[src/rtl/interrupt_ack_sequencer_if.sv]
// -----------------------------------------------------------------------------
// interrupt_ack_sequencer_if
//   Signal bundle between the 8259 interrupt acknowledge sequencer and the
//   rest of the controller (IRR block, command decoder, CPU pins).
//
//   slave  : the sequencer itself (consumes IRR/mask/config/INTA#, drives
//            INT, freeze, IRR clear, ISR and the vector byte).
//   master : whatever surrounds the sequencer (IRR, decoder, CPU model).
//
//   Signals
//     interrupt_request_register  IRR contents
//     interrupt_mask              OCW1 mask, 1 = masked
//     auto_eoi_config             ICW4 AEOI bit
//     interrupt_vector_base       ICW2 T7..T3
//     end_of_interrupt            one-cycle one-hot ISR clear pulse
//     interrupt_acknowledge_n     INTA#, already synchronous
//     interrupt                   INT pin to the CPU
//     freeze                      hold IRR during acknowledge
//     clear_interrupt_request     one-cycle one-hot IRR clear
//     in_service_register         ISR
//     data_bus_out                vector byte
//     data_bus_output_enable      1 = drive data_bus_out
// -----------------------------------------------------------------------------
interface interrupt_ack_sequencer_if #(
  parameter int VECTOR_BASE_WIDTH = 5
);
  logic [7:0]                   interrupt_request_register;
  logic [7:0]                   interrupt_mask;
  logic                         auto_eoi_config;
  logic [VECTOR_BASE_WIDTH-1:0] interrupt_vector_base;
  logic [7:0]                   end_of_interrupt;
  logic                         interrupt_acknowledge_n;
  logic                         interrupt;
  logic                         freeze;
  logic [7:0]                   clear_interrupt_request;
  logic [7:0]                   in_service_register;
  logic [7:0]                   data_bus_out;
  logic                         data_bus_output_enable;

  modport slave (
    input  interrupt_request_register,
    input  interrupt_mask,
    input  auto_eoi_config,
    input  interrupt_vector_base,
    input  end_of_interrupt,
    input  interrupt_acknowledge_n,
    output interrupt,
    output freeze,
    output clear_interrupt_request,
    output in_service_register,
    output data_bus_out,
    output data_bus_output_enable
  );

  modport master (
    output interrupt_request_register,
    output interrupt_mask,
    output auto_eoi_config,
    output interrupt_vector_base,
    output end_of_interrupt,
    output interrupt_acknowledge_n,
    input  interrupt,
    input  freeze,
    input  clear_interrupt_request,
    input  in_service_register,
    input  data_bus_out,
    input  data_bus_output_enable
  );
endinterface

[src/rtl/interrupt_ack_sequencer.sv]
// -----------------------------------------------------------------------------
// interrupt_ack_sequencer
//   Runs the 8259 8086-mode acknowledge: resolves fixed priority (IR0 highest)
//   over unmasked requests against the ISR, raises INT, and on the two INTA#
//   pulses freezes/clears the IRR, sets the ISR bit and presents the vector.
//   Handles commanded EOI and automatic EOI. All outputs are registered.
//
//   Ports
//     clock   system clock, rising edge
//     reset   synchronous, active-high (ICW1 write)
//     bus     interrupt_ack_sequencer_if.slave (see interface for signals)
//
//   State table
//     state | meaning
//     IDLE  | no request pending toward the CPU
//     REQ   | INT asserted, waiting for the first INTA# fall
//     ACK1  | first INTA# pulse low, IRR frozen, index latched
//     WAIT2 | between pulses, waiting for the second INTA# fall
//     ACK2  | second INTA# pulse low, vector on the bus
// -----------------------------------------------------------------------------
module interrupt_ack_sequencer #(
  parameter int VECTOR_BASE_WIDTH = 5,
  parameter int SPURIOUS_LEVEL    = 7
) (
  input  logic                     clock,
  input  logic                     reset,
  interrupt_ack_sequencer_if.slave bus
);

  typedef enum logic [2:0] {IDLE, REQ, ACK1, WAIT2, ACK2} state_t;

  localparam logic [2:0] SPURIOUS_IDX = 3'(SPURIOUS_LEVEL);

  state_t     state_q, state_nxt;
  logic       prev_n_q;
  logic [2:0] ack_idx_q, ack_idx_nxt;
  logic       spurious_q, spurious_nxt;
  logic       int_q, int_nxt;
  logic       freeze_q, freeze_nxt;
  logic [7:0] clr_q, clr_nxt;
  logic [7:0] isr_q, isr_nxt;
  logic [7:0] dbo_q, dbo_nxt;
  logic       dboe_q, dboe_nxt;

  logic       fall, rise;
  logic [7:0] isr_limit, eligible, isr_set, isr_clr;
  logic       res_valid;
  logic [2:0] res_idx;
  logic [VECTOR_BASE_WIDTH-1:0] base;
  logic [7:0] vec_byte;

  assign base     = bus.interrupt_vector_base;
  assign vec_byte = 8'({base, ack_idx_q});

  assign fall = prev_n_q & ~bus.interrupt_acknowledge_n;
  assign rise = ~prev_n_q & bus.interrupt_acknowledge_n;

  // Only levels strictly above the highest-priority in-service level may
  // interrupt; an empty ISR leaves every level open.
  always_comb begin
    isr_limit = 8'hFF;
    for (int i = 7; i >= 0; i--)
      if (isr_q[i]) isr_limit = (8'd1 << i) - 8'd1;
    eligible  = bus.interrupt_request_register & ~bus.interrupt_mask & isr_limit;
    res_valid = |eligible;
    res_idx   = 3'd0;
    for (int i = 7; i >= 0; i--)
      if (eligible[i]) res_idx = 3'(i);
  end

  always_comb begin
    state_nxt    = state_q;
    ack_idx_nxt  = ack_idx_q;
    spurious_nxt = spurious_q;
    int_nxt      = int_q;
    freeze_nxt   = freeze_q;
    dbo_nxt      = dbo_q;
    dboe_nxt     = dboe_q;
    clr_nxt      = 8'h00;
    isr_set      = 8'h00;
    isr_clr      = 8'h00;

    case (state_q)
      IDLE: begin
        if (res_valid) begin
          int_nxt   = 1'b1;
          state_nxt = REQ;
        end
      end
      REQ: begin
        if (fall) begin
          int_nxt    = 1'b0;
          freeze_nxt = 1'b1;
          state_nxt  = ACK1;
          if (res_valid) begin
            ack_idx_nxt  = res_idx;
            spurious_nxt = 1'b0;
            clr_nxt      = 8'd1 << res_idx;
            isr_set      = 8'd1 << res_idx;
          end else begin
            // Request vanished exactly at the acknowledge: report the
            // spurious level without touching IRR or ISR.
            ack_idx_nxt  = SPURIOUS_IDX;
            spurious_nxt = 1'b1;
          end
        end else if (!res_valid) begin
          int_nxt   = 1'b0;
          state_nxt = IDLE;
        end
      end
      ACK1: begin
        if (rise) state_nxt = WAIT2;
      end
      WAIT2: begin
        if (fall) begin
          dbo_nxt   = vec_byte;
          dboe_nxt  = 1'b1;
          state_nxt = ACK2;
        end
      end
      ACK2: begin
        if (rise) begin
          dbo_nxt    = 8'h00;
          dboe_nxt   = 1'b0;
          freeze_nxt = 1'b0;
          if (bus.auto_eoi_config && !spurious_q) isr_clr = 8'd1 << ack_idx_q;
          state_nxt  = IDLE;
        end
      end
      default: state_nxt = IDLE;
    endcase

    // Acknowledge set takes precedence over a same-cycle EOI of that bit.
    isr_nxt = (isr_q & ~bus.end_of_interrupt & ~isr_clr) | isr_set;
  end

  always_ff @(posedge clock) begin
    if (reset) begin
      state_q    <= IDLE;
      prev_n_q   <= 1'b1;
      ack_idx_q  <= 3'd0;
      spurious_q <= 1'b0;
      int_q      <= 1'b0;
      freeze_q   <= 1'b0;
      clr_q      <= 8'h00;
      isr_q      <= 8'h00;
      dbo_q      <= 8'h00;
      dboe_q     <= 1'b0;
    end else begin
      state_q    <= state_nxt;
      prev_n_q   <= bus.interrupt_acknowledge_n;
      ack_idx_q  <= ack_idx_nxt;
      spurious_q <= spurious_nxt;
      int_q      <= int_nxt;
      freeze_q   <= freeze_nxt;
      clr_q      <= clr_nxt;
      isr_q      <= isr_nxt;
      dbo_q      <= dbo_nxt;
      dboe_q     <= dboe_nxt;
    end
  end

  assign bus.interrupt               = int_q;
  assign bus.freeze                  = freeze_q;
  assign bus.clear_interrupt_request = clr_q;
  assign bus.in_service_register     = isr_q;
  assign bus.data_bus_out            = dbo_q;
  assign bus.data_bus_output_enable  = dboe_q;

endmodule
[src/flat_wrapper.sv]
// flat-port wrapper written by rule: the top's interface ports become plain ports
module interrupt_ack_sequencer_flat 
#(
  parameter int VECTOR_BASE_WIDTH = 5,
  parameter int SPURIOUS_LEVEL    = 7
)
  (clock, reset, bus_interrupt_request_register, bus_interrupt_mask, bus_auto_eoi_config, bus_interrupt_vector_base, bus_end_of_interrupt, bus_interrupt_acknowledge_n, bus_interrupt, bus_freeze, bus_clear_interrupt_request, bus_in_service_register, bus_data_bus_out, bus_data_bus_output_enable);
  interrupt_ack_sequencer_if #(.VECTOR_BASE_WIDTH(VECTOR_BASE_WIDTH)) bus_i ();
  input  logic clock;
  input  logic reset;
  input wire logic [$bits(bus_i.interrupt_request_register)-1:0] bus_interrupt_request_register;
  input wire logic [$bits(bus_i.interrupt_mask)-1:0] bus_interrupt_mask;
  input wire logic [$bits(bus_i.auto_eoi_config)-1:0] bus_auto_eoi_config;
  input wire logic [$bits(bus_i.interrupt_vector_base)-1:0] bus_interrupt_vector_base;
  input wire logic [$bits(bus_i.end_of_interrupt)-1:0] bus_end_of_interrupt;
  input wire logic [$bits(bus_i.interrupt_acknowledge_n)-1:0] bus_interrupt_acknowledge_n;
  output wire logic [$bits(bus_i.interrupt)-1:0] bus_interrupt;
  output wire logic [$bits(bus_i.freeze)-1:0] bus_freeze;
  output wire logic [$bits(bus_i.clear_interrupt_request)-1:0] bus_clear_interrupt_request;
  output wire logic [$bits(bus_i.in_service_register)-1:0] bus_in_service_register;
  output wire logic [$bits(bus_i.data_bus_out)-1:0] bus_data_bus_out;
  output wire logic [$bits(bus_i.data_bus_output_enable)-1:0] bus_data_bus_output_enable;
  assign bus_i.interrupt_request_register = bus_interrupt_request_register;
  assign bus_i.interrupt_mask = bus_interrupt_mask;
  assign bus_i.auto_eoi_config = bus_auto_eoi_config;
  assign bus_i.interrupt_vector_base = bus_interrupt_vector_base;
  assign bus_i.end_of_interrupt = bus_end_of_interrupt;
  assign bus_i.interrupt_acknowledge_n = bus_interrupt_acknowledge_n;
  assign bus_interrupt = bus_i.interrupt;
  assign bus_freeze = bus_i.freeze;
  assign bus_clear_interrupt_request = bus_i.clear_interrupt_request;
  assign bus_in_service_register = bus_i.in_service_register;
  assign bus_data_bus_out = bus_i.data_bus_out;
  assign bus_data_bus_output_enable = bus_i.data_bus_output_enable;
  interrupt_ack_sequencer #(.VECTOR_BASE_WIDTH(VECTOR_BASE_WIDTH), .SPURIOUS_LEVEL(SPURIOUS_LEVEL)) u_core (.clock(clock), .reset(reset), .bus(bus_i));
endmodule
[config.mk]
export PLATFORM = sky130hd
export DESIGN_NAME = interrupt_ack_sequencer_flat
export DESIGN_NICKNAME = d
export VERILOG_FILES = /design/src/rtl/interrupt_ack_sequencer_if.sv /design/src/rtl/interrupt_ack_sequencer.sv /design/src/flat_wrapper.sv
export SDC_FILE = /design/constraint.sdc
export NUM_CORES = 1
export LEC_CHECK = 0
export ABC_AREA = 1
export CAP_MARGIN = 20
export CORE_UTILIZATION = 45
export CTS_CLUSTER_DIAMETER = 150
export CTS_CLUSTER_SIZE = 8
export DETAILED_ROUTE_END_ITERATION = 7
export PLACE_DENSITY = 0.81
export REMOVE_ABC_BUFFERS = 1
export SETUP_SLACK_MARGIN = 0.3
export SLEW_MARGIN = 20
export SYNTH_ARGS = -nofsm -noshare
export SYNTH_HDL_FRONTEND = slang
export SYNTH_SLANG_ARGS = --single-unit
export TNS_END_PERCENT = 100
[constraint.sdc]
create_clock -name clock -period 2.6 [get_ports clock]
set_input_delay 0.52 -clock clock [delete_from_list [all_inputs] [get_ports clock]]
set_output_delay 0.52 -clock clock [all_outputs]
set_load 0.01 [all_outputs]
==> results of run 1 <==
## cells by family after synthesis
| group | synth area share (%) |
|---|---|
| DFF | 43.2 |
| AOI/OAI and AO/OA | 11.5 |
| buffers and inverters | 11.2 |
| and+or+nand+nor | 34.1 |
## placed cells by master, fill, tap and decap left out, types with 2 or more instances in the layout
cell type / n
dfxtp_1: 35
nor2_2: 5
nor3_1: 7
nor2_1: 16
clkbuf_4: 5
a21oi_1: 15
clkdlybuf4s50_1: 59
nand3_1: 12
nand4_1: 11
o21ai_0: 4
nand2_1: 59
nand3b_1: 2
buf_4: 3
a211oi_1: 5
nor2_4: 2
nand2_2: 2
inv_2: 5
inv_1: 38
## routing by layer
layer | part of all wire, % | vias up | GRT usage (%)
li1 | - | 864 | -
met1 | 43 | 721 | 24.1
met2 | 47 | 75 | 38.1
met3 | 8.2 | 9 | 5.80
met4 | 2.1 | 0 | 9.21
met5 | 0 | - | 0
## state kept, by name, summed over array words and instances (netlist names), 3 cells and up
name                                cells
u_core.bus.clear_interrupt_request      8
u_core.bus.data_bus_out                 8
u_core.bus.in_service_register          8
u_core.ack_idx_q                        3
u_core.state_q                          3
## final cells by class
| class | count | area (um2) |
|---|---|---|
| fillers | 293 | 1060 |
| multi-input cells | 147 | 739 |
| flip-flops and latches | 35 | 701 |
| repair buffers | 62 | 613 |
| inverters | 44 | 165 |
| well taps | 46 | 57.6 |
| clock buffers | 6 | 41.3 |
| clock inverters | 2 | 12.5 |
## power by group
group          switching (mW)  total, mW  internal (mW)
clock                   0.191      0.296          0.104
combinational           0.125      0.236          0.110
sequential             0.0277      0.588          0.560
## how the worst min path moves through the flow
stage	start	endpoint	slack, ns	depth (start not counted)
6_report	u_core.bus.data_bus_output_enable	u_core.bus.data_bus_output_enable	0.47	2
5_1_grt	u_core.spurious_q	u_core.spurious_q	0.50	2
4_1_cts	u_core.bus.data_bus_output_enable	u_core.bus.data_bus_output_enable	0.47	2
3_3_place_gp	u_core.bus.data_bus_out[1]	u_core.bus.data_bus_out[1]	0.45	2
3_5_place_dp	u_core.bus.data_bus_output_enable	u_core.bus.data_bus_output_enable	0.45	2
2_1_floorplan	u_core.spurious_q	u_core.spurious_q	0.43	2
## through the flow
| step | cell area [um2] | std cells | hold slack (ns) | setup WS [ns] | utilization (%) |
|---|---|---|---|---|---|
| 2_1_floorplan | 1610 | 226 | 0.433 | 1.07 | - |
| 3_3_place_gp | 2280 | 334 | 0.449 | 0.463 | 67.1 |
| 3_5_place_dp | 2280 | 334 | 0.454 | 0.418 | 67.1 |
| 4_1_cts | 2330 | 342 | 0.472 | 0.716 | 68.7 |
| 5_1_grt | 2330 | 342 | 0.496 | 0.632 | 68.7 |
| 6_report | 2330 | 342 | 0.469 | 0.726 | 68.7 |
==> run metrics, run 1 <==
status=finished, final reports clean; CP max FO=5; CTS tree=yes; Layout Skew=0.0154 ns; post-synth top area share=43.2%; Syn Inst Count=between 200 and 250; Die Span Y=62.0 um; clk sink count=35; Worst VDD drop=0.409 mV; pwr/cell area=480 nW/um2; Post-synth top cells=59 x nand2_1, 38 x inv_1, 35 x dfxtp_1, 16 x nor2_1, 15 x a21oi_1; clk_lat worst skew=0.35 ns; stages on the worst setup path=1; fin crit period=1.87 ns; worst hold path class=reg2reg; number of max-cap violations=0; CP endpoint kind=primary output; nets=328; vias=about 1,700; crit path launch=u_core.bus.in_service_register[0]; crit path launch type=flop; DR iter-0 viols=between 50 and 60; initial antenna violation count=0; Ports=60; CP Capture Point=bus_in_service_register[0]; total grt overflow=0; fmax=534 MHz; Worst R2R Start=u_core.bus.in_service_register[0]; data arrival time of the worst path=~1.4 ns; Leakage=1.05 nW; Top FF cell, synth=dfxtp_1; largest stage delay on the critical path=0.57 ns; synth warn=0; Post-CTS Repair Setup Buffers=0; slowest cell on the critical path=clkdlybuf4s50_1; Antenna Nets Post-Route=0; final worst path period share=72.1%; # hold bufs at CTS=0; FF+latch count, synth=35; Clock Path Buffers=2; Clock Pin Slew Worst Setup and Hold Paths=0.12 ns; global-route wire length before repair=5950 um; post-DP HPWL=roughly 3100 um; clock root cell=clkbuf_4; post-synth top area cell=dfxtp_1; gpl congestion=0.809; critical-path cell list=clkdlybuf4s50_1; Setup TNS=0 ns; unrepaired setup endpoints after global routing=no; worst reg-to-reg setup slack=slightly below 0.9 ns; Syn-to-layout area delta=43.7%; # rows=21; post-synthesis instance area=1620 um2; register area share after synthesis=43.2%; number of global-route vias before repair=1,466; DRC Markers=0; Tightest Pin Transition=0.438 ns; PortBufs=59; Initial Utilization=47.8%; share of layout cells above drive strength 1=9.46%; PnR Total Power=roughly 1.1 mW; Avg Synthesized Cell Area=between 7 and 8 um2; All-Layer GR Usage=a little over a fifth; Worst EP required=2.08 ns; largest net degree at the start of global routing=15; Yosys cell types=25; Post-synth EDFFs=0; die area=3850 um2; number of gates resized after cts=0; Post-synth ARST share=0%; count leader, synth=nand2_1; CP top delay family=buffers and inverters; average via count per standard cell=4.88; post-detailed-routing wire length=~4000 um; Rel. slew slack=70.8%; worst setup path category=reg2out; drt wl/cell=11.6 um; Final Setup Violations=0; CP Buf/Inv Count=1; max-slew violations=0; cts bufs inserted=5; drt pass-1 iters=4; Die W=62.0 um; r2r worst-path depth=10; Worst R2R End=u_core.bus.in_service_register[5]; H-tree level count=2; core area=3390 um2; Synth area leaders=dfxtp_1 43%, nand2_1 14%, inv_1 8.8%; final-report hold violation count=0; Inserted Diodes=0
(Power assumes the default switching activity.)
==> run 2: changes to the inputs <==
--- a/config.mk
+++ b/config.mk
@@ -7,11 +7,11 @@
 export LEC_CHECK = 0
 export ABC_AREA = 1
 export CAP_MARGIN = 20
-export CORE_UTILIZATION = 45
+export CORE_UTILIZATION = 44
 export CTS_CLUSTER_DIAMETER = 150
 export CTS_CLUSTER_SIZE = 8
 export DETAILED_ROUTE_END_ITERATION = 7
-export PLACE_DENSITY = 0.81
+export PLACE_DENSITY = 0.79
 export REMOVE_ABC_BUFFERS = 1
 export SETUP_SLACK_MARGIN = 0.3
 export SLEW_MARGIN = 20
==> constraint.sdc (replaced) <==
create_clock -name clock -period 1.95 [get_ports clock]
set_input_delay 0.39 -clock clock [delete_from_list [all_inputs] [get_ports clock]]
set_output_delay 0.39 -clock clock [all_outputs]
set_load 0.01 [all_outputs]
==> run 2 against run 1 <==
  * Core utilization is 8.1 points higher
  * Die area is 2.2% higher
  * Critical path type is now reg2reg
  * Highest routed layer unchanged
  * Non-clock buffer count grew 16
  * Critical endpoint is now u_core.bus.in_service_register[7]
  * Worst setup slack got worse by 0.51 ns
==> run metrics, run 2 (synthesized netlist as in run 1, its figures left out) <==
status=finished, final reports clean; post-detailed-routing wire length=4520 um (+14%); drt pass-1 iters=4 (unchanged); # rows=21 (unchanged); nets=345 (+5.2%); GRT Max-Usage Layer=met2; Ports=60 (unchanged); Setup TNS=0 ns (unchanged); Layout Skew=0.00386 ns (-0.0116 ns); Initial Utilization=47.1% (-0.73 points); H-tree level count=2 (unchanged); Syn-to-layout area delta=63.1%; CP endpoint kind=flop; Cell Count, Final, Fillers Out=359 (+5.0%); Clock Path Buffers=2 (unchanged); Top cell by count, worst path=nand2_1; gpl congestion=0.867 (+7.2%); die area=3930 um2 (+2.2%); initial antenna violation count=0 (unchanged); Die W=62.7 um (+1.1%); total grt overflow=0 (unchanged); unrepaired setup endpoints after global routing=yes; Global Route met2 Usage=38.0% (-0.10 points); Clock Pin Slew Worst Setup and Hold Paths=0.07 ns (-0.05 ns); max-slew violations=0 (unchanged); global-route wire length before repair=7280 um (+22%); drt wl/cell=12.6 um (+8.9%); CP max FO=5 (unchanged); CP top delay family=simple AND/OR/NAND/NOR gates; PortBufs=59 (unchanged); worst hold path class=reg2reg; Antenna Nets Post-Route=0 (unchanged); met3 Usage GRT=9.31% (+3.5 points); Worst EP required=2.13 ns (+0.05 ns); commonest non-fill, non-tap cell in the layout=clkdlybuf4s50_1; critical-path cell list=nor2_4 -> nand4_1 -> buf_4 -> nor2_4 -> inv_2 -> nand2_1 -> nand2_1 -> nand2_2 -> nand2_4 -> buf_6 -> nand4_1 -> nand2_1; pwr/cell area=669 nW/um2 (+39%); vias=1,759 (+5.4%); clock root cell=clkbuf_8; Leakage=1.18 nW (+12%); DR iter-0 viols=88 (+57%); final worst path period share=89.1%; worst setup path category=reg2reg; Worst VDD drop=0.432 mV (+5.5%); most frequent cells in the layout=59 x clkdlybuf4s50_1, 54 x nand2_1, 36 x inv_1; met1 Usage GRT=27.8% (+3.6 points); # hold bufs at CTS=0 (unchanged); placed cells=342 (+2.4%); Rel. slew slack=70.5% (-0.26 points); Inserted Diodes=0 (unchanged); crit path launch type=flop; number of max-cap violations=0 (unchanged); average via count per standard cell=4.90 (+0.40%); number of global-route vias before repair=1,685 (+15%); share of layout cells above drive strength 1=23.3% (+14 points); Die Span Y=62.7 um (+1.1%); post-DP HPWL=3200 um (+3.6%); CP Buf/Inv Count=3 (+2); fin crit period=1.74 ns; DRC Markers=0 (unchanged); slowest cell on the critical path=dfxtp_4; clk_lat worst skew=0.29 ns (-0.06 ns); data arrival time of the worst path=1.92 ns (+0.57 ns); All-Layer GR Usage=23.8% (+2.3 points); CTS tree=yes; core area=3440 um2 (+1.6%); PnR Total Power=1.77 mW (+58%); final-report hold violation count=0 (unchanged); cts bufs inserted=5 (unchanged); clk sink count=35 (unchanged); largest net degree at the start of global routing=15 (unchanged); Final Setup Violations=0 (unchanged); fmax=about 580 MHz; Tightest Pin Transition=0.442 ns (+0.00393 ns); largest stage delay on the critical path=0.37 ns (-0.20 ns)
-- run 2: tightest hold or removal path, cell delays in order, from the launching register on --
cell and delay (ns):
dfxtp_1 0.31, nand2_1 0.06, a21oi_1 0.05
-- run 2: metal layers --
metal  vias to the layer above  wire length [um]
met3                         8               325
met5                         -                 0
met4                         0                78
li1                        900                 -
met1                       790              1860
met2                        61              2260
-- run 2: cell type report --
cell class / count / area, um2
clock buffer: 8 / 100
fill: 250 / 797
inverter: 44 / 165
multi-input combinational: 148 / 870
sequential: 35 / 712
tap: 46 / 57.6
timing repair buffer: 78 / 741
-- run 2: path summary, 6_finish.rpt --
kind / from / endpoint / slack [ns] / cells after the start
worst max-delay path: u_core.bus.in_service_register[0] / u_core.bus.in_service_register[7] / 0.21 / 12
worst min register to register: u_core.bus.data_bus_output_enable / u_core.bus.data_bus_output_enable / 0.46 / 2
worst min-delay path: u_core.bus.data_bus_output_enable / u_core.bus.data_bus_output_enable / 0.46 / 2
worst max register to register: u_core.bus.in_service_register[0] / u_core.bus.in_service_register[7] / 0.21 / 12
-- run 2: report_power, final --
group          internal, mW  leakage (nW)  switching [mW]
clock network         0.322        0.0515           0.260
registers             0.747         0.286          0.0421
logic                 0.191         0.840           0.206
-- run 2: what timing repair did --
item,4_1_cts,5_1_grt
resized for setup,13,28
setup buffers,4,4
pin swaps,8,10
hold endpoints to repair,0,0
setup endpoints to repair,20,30
gates cloned,0,1
-- run 2: per-stage QoR --
stage / worst slack [ns] / hold WS, ns / instance area, um2 / util, %
after CTS: 0.290 / 0.468 / 2500 / 72.6
final: 0.212 / 0.463 / 2650 / 76.8
after global placement: -0.0874 / 0.449 / 2340 / 67.9
after detailed placement: -0.0800 / 0.454 / 2340 / 67.9
after floorplan: 0.460 / 0.433 / 1610 / -
after global routing: 0.106 / 0.479 / 2650 / 76.8
==> run 3: changes to the inputs <==
--- a/config.mk
+++ b/config.mk
@@ -7,11 +7,13 @@
 export LEC_CHECK = 0
 export ABC_AREA = 1
 export CAP_MARGIN = 20
-export CORE_UTILIZATION = 44
+export CELL_PAD_IN_SITES_DETAIL_PLACEMENT = 0
+export CELL_PAD_IN_SITES_GLOBAL_PLACEMENT = 1
+export CORE_UTILIZATION = 30
 export CTS_CLUSTER_DIAMETER = 150
 export CTS_CLUSTER_SIZE = 8
 export DETAILED_ROUTE_END_ITERATION = 7
-export PLACE_DENSITY = 0.79
+export PLACE_DENSITY_LB_ADDON = 0.1
 export REMOVE_ABC_BUFFERS = 1
 export SETUP_SLACK_MARGIN = 0.3
 export SLEW_MARGIN = 20
==> run 3 against run 2 <==
  * Sequential share of layout area decreased by 1.0 points
  * Sequential power is essentially flat
  * Core utilization is 24 points lower
  * Maximum frequency increased by 3.8%
  * Clock skew rose by 0.0032 ns
  * Combinational power grew 2%
  * Worst hold slack better by 0.0023 ns
  * Worst setup slack improved by 0.063 ns
  * Clock-buffer cell count is 3 lower
  * Register-to-register slack better by 0.06 ns
  * Wire length up 6.2%
  * Largest power group unchanged
==> run metrics, run 3 (synthesized netlist as in run 1, its figures left out) <==
status=finished, final reports clean; Syn-to-layout area delta=68.9%; Layout Skew=0.00706 ns (+0.00320 ns); final worst path period share=85.9% (-3.2 points); Ports=60 (unchanged); final-report hold violation count=0 (unchanged); Final Setup Violations=0 (unchanged); unrepaired setup endpoints after global routing=yes; commonest non-fill, non-tap cell in the layout=clkdlybuf4s50_1; crit path launch type=flop; max-slew violations=0 (unchanged); clk sink count=35 (unchanged); most frequent cells in the layout=56 x clkdlybuf4s50_1, 52 x nand2_1, 36 x inv_1; H-tree level count=2 (unchanged); Cell Count, Final, Fillers Out=389 (+8.4%); All-Layer GR Usage=18.3% (-5.5 points); share of layout cells above drive strength 1=25.1% (+1.8 points); Antenna Nets Post-Route=0 (unchanged); Core Util, Final=53.0% (-24 points); worst hold path class=reg2reg; fmax=597 MHz (+3.8%); global-route wire length before repair=7670 um (+5.4%); CP max FO=4 (-1); placed cells=372 (+8.8%); post-DP HPWL=3480 um (+8.7%); die area=5700 um2 (+45%); cts bufs inserted=5 (unchanged); nets=351 (+1.7%); post-layout worst setup margin=0.275 ns (+0.0632 ns); FILL cells=527 (+110%); CTS tree=yes; Worst EP required=2.14 ns (about the same); number of global-route vias before repair=1,601 (-5.0%); DR iter-0 viols=42 (-52%); final instance area=2740 um2 (+3.5%); gpl congestion=0.753 (-13%); Setup TNS=0 ns (unchanged); pwr/cell area=681 nW/um2 (+1.8%); average via count per standard cell=4.52 (-7.7%); worst setup path category=reg2reg; placed cell area=2410 um2 (+3.2%); Tightest Pin Transition=0.517 ns (+0.0753 ns); total grt overflow=0 (unchanged); Clock Path Buffers=2 (unchanged); Rel. slew slack=65.5% (-5.0 points); data arrival time of the worst path=1.86 ns (-0.06 ns); Place WS=-0.0609 ns (+0.0191 ns); post-detailed-routing wire length=4800 um (+6.2%); fin crit period=1.68 ns (-0.0632 ns); Worst VDD drop=0.361 mV (-16%); Die Span Y=75.5 um (+20%); vias=1,760 (+0.057%); Initial Utilization=31.3% (-16 points); Clock Pin Slew Worst Setup and Hold Paths=0.08 ns (about the same); DRC Markers=0 (unchanged); Leakage=1.26 nW (+6.7%); core area=5170 um2 (+50%); clk_lat worst skew=0.29 ns (about the same); Die W=75.5 um (+20%); CP endpoint kind=flop; Inserted Diodes=0 (unchanged); number of max-cap violations=0 (unchanged); largest net degree at the start of global routing=15 (unchanged); clock root cell=clkbuf_8; # rows=26 (+24%); PortBufs=59 (unchanged); initial antenna violation count=0 (unchanged); drt pass-1 iters=4 (unchanged); Storage cell area=709 um2 (-0.35%); multi-input logic area=873 um2 (+0.43%); drt wl/cell=12.3 um (-2.0%)
## run 3: cell count changes in the layout (fill, tap and decap cells not counted), sizes merged
cell           delta
dlymetal6s2s      +2
bufinv            +1
clkinv            +2
buf               +6
clkdlybuf4s50     -3
dlygate4sd2       +1
clkbuf            -3
## run 3: final cells by class
cell class / instances / share of cell area [%]
clock inverter: 3 / 1.60
multi-input combinational: 148 / 31.9
tap: 70 / 3.20
clock buffer: 5 / 2.51
sequential: 35 / 25.9
inverter: 44 / 6.21
timing repair buffer: 84 / 28.7
## run 3: routing by layer
layer	part of all wire, %	vias up	global-route usage (%)
met5	0	-	0
met1	44	797	22.6
met2	50	45	31.2
li1	-	912	-
met3	5.2	6	4.76
met4	1.3	0	5.56
## run 3: worst paths after layout
kind	end	startpoint	depth (start not counted)	slack, ns
setup / recovery	u_core.bus.in_service_register[7]	u_core.bus.in_service_register[0]	12	0.27
setup reg to reg	u_core.bus.in_service_register[7]	u_core.bus.in_service_register[0]	12	0.27
hold / removal	u_core.bus.data_bus_out[5]	u_core.bus.data_bus_out[5]	2	0.47
hold reg to reg	u_core.bus.data_bus_out[5]	u_core.bus.data_bus_out[5]	2	0.47
## run 3: where the power goes
part           leakage, nW  switching (mW)  total, mW  internal, mW
combinational        0.913           0.207      0.405         0.198
sequential           0.286          0.0408      0.789         0.748
clock               0.0581           0.291      0.672         0.381
total                 1.26           0.539       1.87          1.33
## run 3: timing repair
item / 4_1_cts / 5_1_grt
hold buffers: 0 / 0
cloned: 0 / 1
resized for setup: 26 / 18
pin swaps: 15 / 11
buffers inserted: 4 / 4
setup endpoints to repair: 23 / 32
## run 3: per-stage QoR
stage,hold WS (ns),power [mW]
global placement,0.452,1.15
global route,0.490,1.97
floorplan,0.433,0.974
detailed placement,0.450,1.15
CTS,0.468,1.87
finish,0.465,1.87
## run 3: worst max-delay path, stage by stage, from the launching register on
cell	delay [ns]
dfxtp_2	0.35
nor2_4	0.11
nand4_1	0.19
buf_4	0.21
nor2_4	0.11
inv_2	0.06
nand2_2	0.05
nand2_1	0.04
nand2_1	0.06
nand2_2	0.07
buf_6	0.13
nand4_1	0.11
nand2_1	0.07
